[config.mk]
export PLATFORM = sky130hd
export DESIGN_NAME = status_flag_unit
export DESIGN_NICKNAME = d
export VERILOG_FILES = /design/src/rtl/status_flag_unit_pkg.sv /design/src/rtl/status_flag_unit_nzcv_calc.sv /design/src/rtl/status_flag_unit.sv
export SDC_FILE = /design/constraint.sdc
export NUM_CORES = 1
export LEC_CHECK = 0
export ABC_AREA = 1
export ABC_CLOCK_PERIOD_IN_PS = 3000
export CORE_MARGIN = 2
export CORE_UTILIZATION = 23
export CTS_CLUSTER_DIAMETER = 120
export CTS_CLUSTER_SIZE = 30
export DETAILED_ROUTE_END_ITERATION = 10
export GPL_ROUTABILITY_DRIVEN = 0
export PLACE_DENSITY = 0.89
export SKIP_LAST_GASP = 1
export SLEW_MARGIN = 20
export SYNTH_ARGS = -nofsm -noshare
export SYNTH_HDL_FRONTEND = slang
export SYNTH_SLANG_ARGS = --single-unit
[constraint.sdc]
create_clock -name clk -period 3 [get_ports clk]
set_input_delay 0.9 -clock clk [delete_from_list [all_inputs] [get_ports clk]]
set_output_delay 0.9 -clock clk [all_outputs]
set_load 0.01 [all_outputs]
[src/rtl/status_flag_unit_pkg.sv]
`default_nettype none
// ============================================================================
// Module      : status_flag_unit_pkg
// Description : Shared ALU command codes, NZCV bit positions and flag type
//               for the status flag producer.
// Revision    : 1.0  initial release
// ============================================================================
package status_flag_unit_pkg;

    // ALU command encodings seen on exe_cmd
    localparam logic [3:0] EXE_MOV = 4'b0001;
    localparam logic [3:0] EXE_ADD = 4'b0010;
    localparam logic [3:0] EXE_ADC = 4'b0011;
    localparam logic [3:0] EXE_SUB = 4'b0100;
    localparam logic [3:0] EXE_SBC = 4'b0101;
    localparam logic [3:0] EXE_AND = 4'b0110;
    localparam logic [3:0] EXE_ORR = 4'b0111;
    localparam logic [3:0] EXE_EOR = 4'b1000;
    localparam logic [3:0] EXE_MVN = 4'b1001;

    // Flag positions inside the 32-bit status word
    localparam int FLAG_N = 31;
    localparam int FLAG_Z = 30;
    localparam int FLAG_C = 29;
    localparam int FLAG_V = 28;

    // Flag positions inside a packed nzcv_t value
    localparam int NZCV_N = 3;
    localparam int NZCV_Z = 2;
    localparam int NZCV_C = 1;
    localparam int NZCV_V = 0;

    // {N, Z, C, V}
    typedef logic [3:0] nzcv_t;

    // Place a flag nibble into its slot of the status word
    function automatic logic [31:0] pack_status(input nzcv_t f);
        logic [31:0] w;
        w = '0;
        w[FLAG_N:FLAG_V] = f;
        return w;
    endfunction

endpackage
`default_nettype wire

[src/rtl/status_flag_unit_nzcv_calc.sv]
`default_nettype none
// ============================================================================
// Module      : nzcv_calc
// Description : Combinational NZCV generation from the EXE-stage ALU command,
//               operand sign bits, ALU result and the previous V flag.
// Revision    : 1.0  initial release
// ============================================================================
module nzcv_calc
    import status_flag_unit_pkg::*;
#(
    parameter int WIDTH = 32
) (
    input  logic [3:0]     i_cmd,
    input  logic           i_a_msb,
    input  logic           i_b_msb,
    input  logic [WIDTH:0] i_res,
    input  logic           i_shift_c,
    input  logic           i_old_v,
    output logic           o_flag_op,
    output nzcv_t          o_flags
);

    logic w_n;
    logic w_z;
    logic w_c;
    logic w_v;

    // Decode the command and derive N/Z/C/V; non-arithmetic ops keep V
    always_comb begin
        w_n       = i_res[WIDTH-1];
        w_z       = (i_res[WIDTH-1:0] == '0);
        w_c       = i_shift_c;
        w_v       = i_old_v;
        o_flag_op = 1'b0;
        case (i_cmd)
            EXE_ADD, EXE_ADC: begin
                o_flag_op = 1'b1;
                w_c       = i_res[WIDTH];
                w_v       = (i_a_msb == i_b_msb) && (w_n != i_a_msb);
            end
            EXE_SUB, EXE_SBC: begin
                // Adder carry-out is the not-borrow for subtraction
                o_flag_op = 1'b1;
                w_c       = i_res[WIDTH];
                w_v       = (i_a_msb != i_b_msb) && (w_n != i_a_msb);
            end
            EXE_MOV, EXE_MVN, EXE_AND, EXE_ORR, EXE_EOR: begin
                o_flag_op = 1'b1;
            end
            default: begin
                o_flag_op = 1'b0;
            end
        endcase
        o_flags = {w_n, w_z, w_c, w_v};
    end

endmodule
`default_nettype wire

[src/rtl/status_flag_unit.sv]
`default_nettype none
// ============================================================================
// Module      : status_flag_unit
// Description : NZCV producer. Captures flags from EXE into a one-entry
//               pending stage, commits them to the architectural flags one
//               cycle later unless killed, and raises a hazard stall for
//               flag-dependent ID instructions.
//               Optional macro STATUS_FLAG_FWD_EN: forward the newest flags
//               to status_reg_out and tie flags_stall low.
// Revision    : 1.0  initial release
// ============================================================================
module status_flag_unit
    import status_flag_unit_pkg::*;
#(
    parameter int WIDTH = 32
) (
    input  logic             clk,
    input  logic             rst_n,
    input  logic             exe_valid,
    input  logic             exe_s,
    input  logic [3:0]       exe_cmd,
    input  logic [WIDTH-1:0] op_a,
    input  logic [WIDTH-1:0] op_b,
    input  logic             shift_c,
    input  logic [WIDTH:0]   alu_res,
    input  logic             stall,
    input  logic             kill,
    input  logic             cond_use,
    output logic [31:0]      status_reg_out,
    output logic             flags_stall
);

    nzcv_t r_arch_flags;
    nzcv_t r_pend_flags;
    logic  r_pend_valid;

    nzcv_t w_new_flags;
    logic  w_flag_op;
    logic  w_old_v;
    logic  w_capture;
    nzcv_t w_out_flags;

    // Only operand sign bits matter for overflow; the rest is intentionally dropped
    logic  w_unused_ok;

    // The pending entry is newer than the architectural flags, so its V wins
    assign w_old_v = r_pend_valid ? r_pend_flags[NZCV_V] : r_arch_flags[NZCV_V];

    nzcv_calc #(
        .WIDTH (WIDTH)
    ) u_nzcv_calc (
        .i_cmd     (exe_cmd),
        .i_a_msb   (op_a[WIDTH-1]),
        .i_b_msb   (op_b[WIDTH-1]),
        .i_res     (alu_res),
        .i_shift_c (shift_c),
        .i_old_v   (w_old_v),
        .o_flag_op (w_flag_op),
        .o_flags   (w_new_flags)
    );

    // A kill flushes EXE as well, so it also blocks a capture on that edge
    assign w_capture = exe_valid && exe_s && w_flag_op && !stall && !kill;

    // Pending stage and architectural flags; reset beats stall and kill
    always_ff @(posedge clk) begin
        if (!rst_n) begin
            r_arch_flags <= '0;
            r_pend_flags <= '0;
            r_pend_valid <= 1'b0;
        end else if (!stall) begin
            if (r_pend_valid && !kill) begin
                r_arch_flags <= r_pend_flags;
            end
            r_pend_valid <= w_capture;
            if (w_capture) begin
                r_pend_flags <= w_new_flags;
            end
        end
    end

`ifdef STATUS_FLAG_FWD_EN
    // Newest flags win: this cycle's capture, then a live pending entry, then arch
    always_comb begin
        if (w_capture) begin
            w_out_flags = w_new_flags;
        end else if (r_pend_valid && !kill) begin
            w_out_flags = r_pend_flags;
        end else begin
            w_out_flags = r_arch_flags;
        end
    end

    assign flags_stall = 1'b0;
    assign w_unused_ok = ^{op_a[WIDTH-2:0], op_b[WIDTH-2:0], cond_use};
`else
    // Consumers only ever see committed flags
    always_comb begin
        w_out_flags = r_arch_flags;
    end

    assign flags_stall = cond_use && (w_capture || r_pend_valid);
    assign w_unused_ok = ^{op_a[WIDTH-2:0], op_b[WIDTH-2:0]};
`endif

    assign status_reg_out = pack_status(w_out_flags);

endmodule
`default_nettype wire

==> flow_metrics.py, run 1 <==
metrics = {
    "power": {
        "ir_drop_mv": 0.0873,
        "seqPwrFrac_pct": 36.7,
        "combPwrFrac_pct": 36.2,
        "swShare_pct": 27.4,
        "internal-power_mw": 0.242,
        "p_switching_mw": 0.0913,
        "p_leak_nw": 0.640,
        "power_mw": 0.333,
        "clock_power_share_pct": 27.1,
        "power_density_nw_per_um2": 241,
    },
    "timing": {
        "setup_viol": 0,
        "drv_slew": 0,
        "fmax_mhz": 341,
        "finalHoldViolCount": 0,
        "fin_crit_ns": 2.93,
        "finalCritPeriodShare_pct": 97.7,
        "finalClockSkew_ns": 0.00748,
        "rsz0062_at_grt": "false",
    },
    "critical_path": {
        "path_cells": "clkdlybuf4s50_1 > nor2_2 > o21ai_4 > nor2_8 > o21a_1 > clkdlybuf4s15_1",
        "slowest_stage": "clkdlybuf4s50_1",
        "crit_family": "buffers and inverters",
        "cp.arrival_ns": 2.03,
        "start_kind": "input port",
        "end_kind": "primary output",
        "cp_max_fo": 2,
        "critPathBufInv": 2,
        "required_ns": 2.10,
        "slowest_delay_ns": 0.45,
        "path_class": "in -> out",
    },
    "routing": {
        "wire_per_inst_um": 7.67,
        "postRouteAntennaNets": 0,
        "route.vias.total": 917,
        "drt_pre_antenna_iters": 4,
        "drt_iter0_drc": 27,
        "routed_wl_um": 1830,
        "drt-vias-per-instance": 3.84,
        "drc": 0,
    },
    "synthesis": {
        "synthTopCellsByArea": "buf_4 (26%), dfxtp_1 (21%), nor2_1 (16%)",
        "synthCells": 133,
        "yosysUniqueCellTypes": 21,
        "yosysTopAreaCell": "buf_4",
        "syn_area_sq_um": 841,
        "yosysTopAreaCellShare_pct": 25.9,
        "ys_ff_latch": 9,
        "yosysSeqAreaShare_pct": 21.4,
        "yosys_warnings": 0,
        "avgSynthCellArea_sq_um": 6.32,
    },
    "floorplan": {
        "row_count": 21,
        "die_y_um": 64.5,
        "coreArea_sq_um": 3420,
        "start_util_pct": 24.6,
        "die_w_um": 64.5,
        "die-area_sq_um": 4160,
        "pin_count": 142,
    },
    "clocking": {
        "cts_buffers": 3,
        "cts_max_level": 1,
        "cts_tree": "built",
        "cts-root-buf": "clkbuf_4",
        "clock-sinks": 9,
        "post-cts-setup-buffers": 0,
        "clkTransAtPathRegs_ns": 0.06,
        "cts_buffer_depth": 2,
        "clkLatencyLatePin_ns": 0.25,
        "postCtsHoldBufs": 0,
    },
    "global_route": {
        "grt_util_all_layers_pct": 9.17,
        "grt_max_degree": 9,
        "antenna_found_initial": 0,
        "grt_pass1_vias": 873,
        "grt_pass1_wl_um": 3150,
        "overflow": 0,
    },
    "job": {
        "drv_cap": 0,
    },
    "finish": {
        "num-fill-cells": 364,
        "diodes": 0,
        "post-route-util_pct": 40.5,
        "layout-drive-gt1-share_pct": 11.4,
        "layout.nets": 303,
        "areaGrowthSynthToFinish_pct": 64.7,
    },
    "status": {
        "status": "completed",
    },
    "placed_design": {
        "dpl.hpwl_um": 1660,
        "port_buffers": 51,
    },
    "hold_path": {
        "hold_path.class": "reg -> reg",
    },
}
-- flip-flops by register name, summed over array words and instances (netlist names) --
name,flops
r_arch_flags,4
r_pend_flags,4
r_pend_valid,1
-- worst paths after layout --
check	cells past startpoint	slack (ns)	end	start
worst min register to register	2	0.45	r_arch_flags[0]$_SDFFE_PN0P_	r_pend_flags[0]$_SDFFE_PN0P_
worst max-delay path	6	0.07	flags_stall	stall
worst max register to register	4	2.10	r_arch_flags[0]$_SDFFE_PN0P_	r_pend_valid$_SDFFE_PN0N_
worst min-delay path	2	0.45	r_arch_flags[0]$_SDFFE_PN0P_	r_pend_flags[0]$_SDFFE_PN0P_
-- power groups by stage --
stage | Clock (mW) | Sequential [mW] | Combinational, mW
floorplan | 0 | 0.125 | 0.0712
CTS | 0.0929 | 0.122 | 0.121
detailed placement | 0 | 0.125 | 0.120
finish | 0.0904 | 0.122 | 0.121
global route | 0.100 | 0.122 | 0.133
global placement | 0 | 0.125 | 0.118
-- area by class of cell --
type	instances	area [sq um]	share of cell area, %
Multi-Input combinational cell	110	517	37.3
Timing Repair Buffer	58	559	40.4
Clock buffer	4	26.3	1.90
Inverter	12	45.0	3.25
Sequential cell	9	180	13.0
Tap cell	46	57.6	4.16
-- what timing repair did --
item | in CTS | in global routing
setup endpoints to repair | 1 | 1
gates resized for setup | 8 | 1
pin swaps | 1 | 2
-- Yosys cell counts --
library cell	n
a21oi_1	4
buf_4	29
conb_1	1
dfxtp_1	9
inv_1	10
inv_2	2
nand2_1	20
nand2_2	2
nand2_4	1
nand3_1	2
nand3_2	1
nand4_1	5
nor2_1	35
nor2_2	1
nor2_4	1
nor2_8	1
o21a_1	1
o21ai_0	5
o21ai_1	1
o21ai_2	1
xor2_1	1
-- metrics by stage --
step	std cells	worst slack, ns	cell area (sq um)	TNS (ns)	hold WS, ns
floorplan	160	0.642	942	0	0.429
global placement	235	-0.297	1350	-0.297	0.442
detailed placement	235	-0.315	1350	-0.315	0.445
CTS	239	0.00288	1380	0	0.455
global route	239	0.0140	1390	0	0.475
finish	239	0.0677	1390	0	0.452
-- placed cells by master, fill, tap and decap left out --
master,n
dfxtp_1,9
nand4_1,5
a21oi_1,4
nand3_1,2
o21ai_4,1
clkdlybuf4s15_1,1
conb_1,28
clkbuf_4,3
nor2_1,33
nand2_1,20
o21ai_0,5
clkdlybuf4s50_1,47
nor2_4,2
inv_1,10
nand2_2,2
o21ai_1,1
buf_4,7
nor2_8,1
nor2_2,2
clkbuf_1,1
inv_2,2
dlygate4sd2_1,3
xor2_1,1
o21a_1,1
nand2_4,1
nand3_2,1
-- logic make-up after synthesis --
family                    Yosys count  synth area share [%]
xor gates and xnor gates            1                  1.04
AOI/OAI and AO/OA                  12                  7.89
DFF                                 9                  21.4
and+or+nand+nor                    69                  37.9
buffers and inverters              41                  31.3
other                               1                 0.446
-- tightest hold or removal path, stage by stage (launching register included) --
cell and delay (ns):
dfxtp_1 0.30, inv_1 0.06, a21oi_1 0.05
-- routing by layer --
layer,vias up,routed length [um],track usage (%)
met5,-,0,0
met4,0,0,2.39
met3,0,227,2.95
met2,56,888,17.2
met1,385,716,9.85
li1,476,-,-
(Power assumes the default switching activity.)
==> run 2: changes to the inputs <==
--- a/config.mk
+++ b/config.mk
@@ -7,7 +7,6 @@
 export LEC_CHECK = 0
 export ABC_AREA = 1
 export ABC_CLOCK_PERIOD_IN_PS = 3000
-export CORE_MARGIN = 2
 export CORE_UTILIZATION = 23
 export CTS_CLUSTER_DIAMETER = 120
 export CTS_CLUSTER_SIZE = 30
==> flow_metrics.py, run 2 (synthesis gave the netlist of run 1 again) <==
metrics = {
    "clocking": {
        "post-cts-setup-buffers": 0,
        "postCtsHoldBufs": 0,
        "clkTransAtPathRegs_ns": 0.06,
        "cts_tree": "built",
        "cts-root-buf": "clkbuf_4",
        "cts_buffer_depth": 2,
        "clock-sinks": 9,
        "clkLatencyLatePin_ns": 0.26,
        "cts_buffers": 3,
        "cts_max_level": 1,
    },
    "global_route": {
        "grt_pass1_vias": 786,
        "grt_util_all_layers_pct": 9.49,
        "overflow": 0,
        "grt_max_degree": 9,
        "antenna_found_initial": 0,
        "grt_pass1_wl_um": 2970,
    },
    "finish": {
        "layout.nets": 302,
        "top_regs": "r_arch_flags (4), r_pend_flags (4), r_pend_valid (1)",
        "layout_common_cells": "clkdlybuf4s50_1 (46), nor2_1 (33), conb_1 (28)",
        "areaGrowthSynthToFinish_pct": 64.1,
        "diodes": 0,
        "layout_commonest_cell": "clkdlybuf4s50_1",
        "finalNonFillerCells": 238,
        "post-route-util_pct": 40.4,
        "layout-drive-gt1-share_pct": 10.9,
    },
    "job": {
        "drv_cap": 0,
    },
    "floorplan": {
        "die_w_um": 62.5,
        "start_util_pct": 24.6,
        "die-area_sq_um": 3900,
        "coreArea_sq_um": 3420,
        "row_count": 21,
        "pin_count": 142,
        "die_y_um": 62.5,
    },
    "routing": {
        "drt_iter0_drc": 44,
        "drt-vias-per-instance": 3.82,
        "postRouteAntennaNets": 0,
        "route.vias.total": 910,
        "drc": 0,
        "drt_pre_antenna_iters": 4,
        "routed_wl_um": 1790,
        "wire_per_inst_um": 7.50,
    },
    "power": {
        "power_mw": 0.334,
        "p_switching_mw": 0.0921,
        "clock_power_share_pct": 27.5,
        "internal-power_mw": 0.242,
        "combPwrFrac_pct": 35.9,
        "power_density_nw_per_um2": 242,
        "ir_drop_mv": 0.0900,
        "p_leak_nw": 0.644,
        "seqPwrFrac_pct": 36.7,
        "swShare_pct": 27.6,
    },
    "placed_design": {
        "post-place-cells": 234,
        "port_buffers": 51,
        "pre_cts_slack_ns": -0.300,
        "dpl.hpwl_um": 1590,
    },
    "status": {
        "status": "completed",
    },
    "hold_path": {
        "hold_path.class": "reg -> reg",
    },
    "critical_path": {
        "end_kind": "primary output",
        "path_class": "in -> out",
        "start_kind": "input port",
        "cp.arrival_ns": 2.03,
        "required_ns": 2.10,
        "cp_max_fo": 2,
        "regToRegSetupSlack_ns": 2.11,
    },
    "timing": {
        "finalClockSkew_ns": 0.00583,
        "drv_slew": 0,
        "setup_viol": 0,
        "finalCritPeriodShare_pct": 97.5,
        "whs_ns": 0.468,
        "fmax_mhz": 342,
        "setup_ws_ns": 0.0747,
        "rsz0062_at_grt": "false",
        "fin_crit_ns": 2.93,
        "finalHoldViolCount": 0,
    },
}
run 2: metal layers:
metal	part of all wire (%)	routed length [um]	GRT usage (%)	vias to the layer above
met4	1.6	28	4.36	0
met3	9.5	170	1.82	3
li1	-	-	-	473
met5	0	0	0	-
met2	50	887	18.3	60
met1	39	698	9.64	374
run 2: worst paths after layout:
path,from,end,cells past startpoint
setup / recovery,exe_valid,flags_stall,7
hold / removal,r_pend_flags[0]$_SDFFE_PN0P_,r_arch_flags[0]$_SDFFE_PN0P_,2
setup reg to reg,r_pend_valid$_SDFFE_PN0N_,r_arch_flags[0]$_SDFFE_PN0P_,4
hold reg to reg,r_pend_flags[0]$_SDFFE_PN0P_,r_arch_flags[0]$_SDFFE_PN0P_,2
run 2: through the flow:
stage / area (sq um) / TNS [ns]
finish: 1380 / 0
CTS: 1370 / 0
global route: 1380 / 0
global placement: 1340 / -0.288
detailed placement: 1340 / -0.300
floorplan: 942 / 0
run 2: timing repair:
| item | in CTS | in global routing |
|---|---|---|
| gates resized for setup | 7 | 3 |
| setup endpoints to repair | 1 | 1 |
| pin swaps | 2 | 2 |
run 2: area by class of cell:
cell class / count / area [sq um]
sequential: 9 / 180
clock buffer: 4 / 26.3
multi-input combinational: 110 / 517
tap: 46 / 57.6
timing repair buffer: 57 / 554
fill: 352 / 2040
inverter: 12 / 45.0
run 2: power by group through the flow:
stage	registers [mW]	logic, mW	clock network (mW)
6_report	0.122	0.120	0.0916
5_1_grt	0.122	0.131	0.103
4_1_cts	0.122	0.120	0.0958
3_5_place_dp	0.125	0.119	0
3_3_place_gp	0.125	0.117	0
2_1_floorplan	0.125	0.0712	0
run 2: critical path, cell delays in order:
cell             delay [ns]
clkdlybuf4s50_1        0.45
inv_1                  0.04
nor2_2                 0.11
o21ai_4                0.09
nor2_8                 0.09
o21a_1                 0.11
clkdlybuf4s15_1        0.22
==> run 3: changes to the inputs <==
--- a/config.mk
+++ b/config.mk
@@ -12,6 +12,7 @@
 export CTS_CLUSTER_SIZE = 30
 export DETAILED_ROUTE_END_ITERATION = 10
 export GPL_ROUTABILITY_DRIVEN = 0
+export MAX_ROUTING_LAYER = met4
 export PLACE_DENSITY = 0.89
 export SKIP_LAST_GASP = 1
 export SLEW_MARGIN = 20
==> results of run 3 <==
Same layout as run 2: the final DEF is identical, and so are final timing and power.
Among the figures that moved: overall routing resource usage 9.49% -> 9.76%
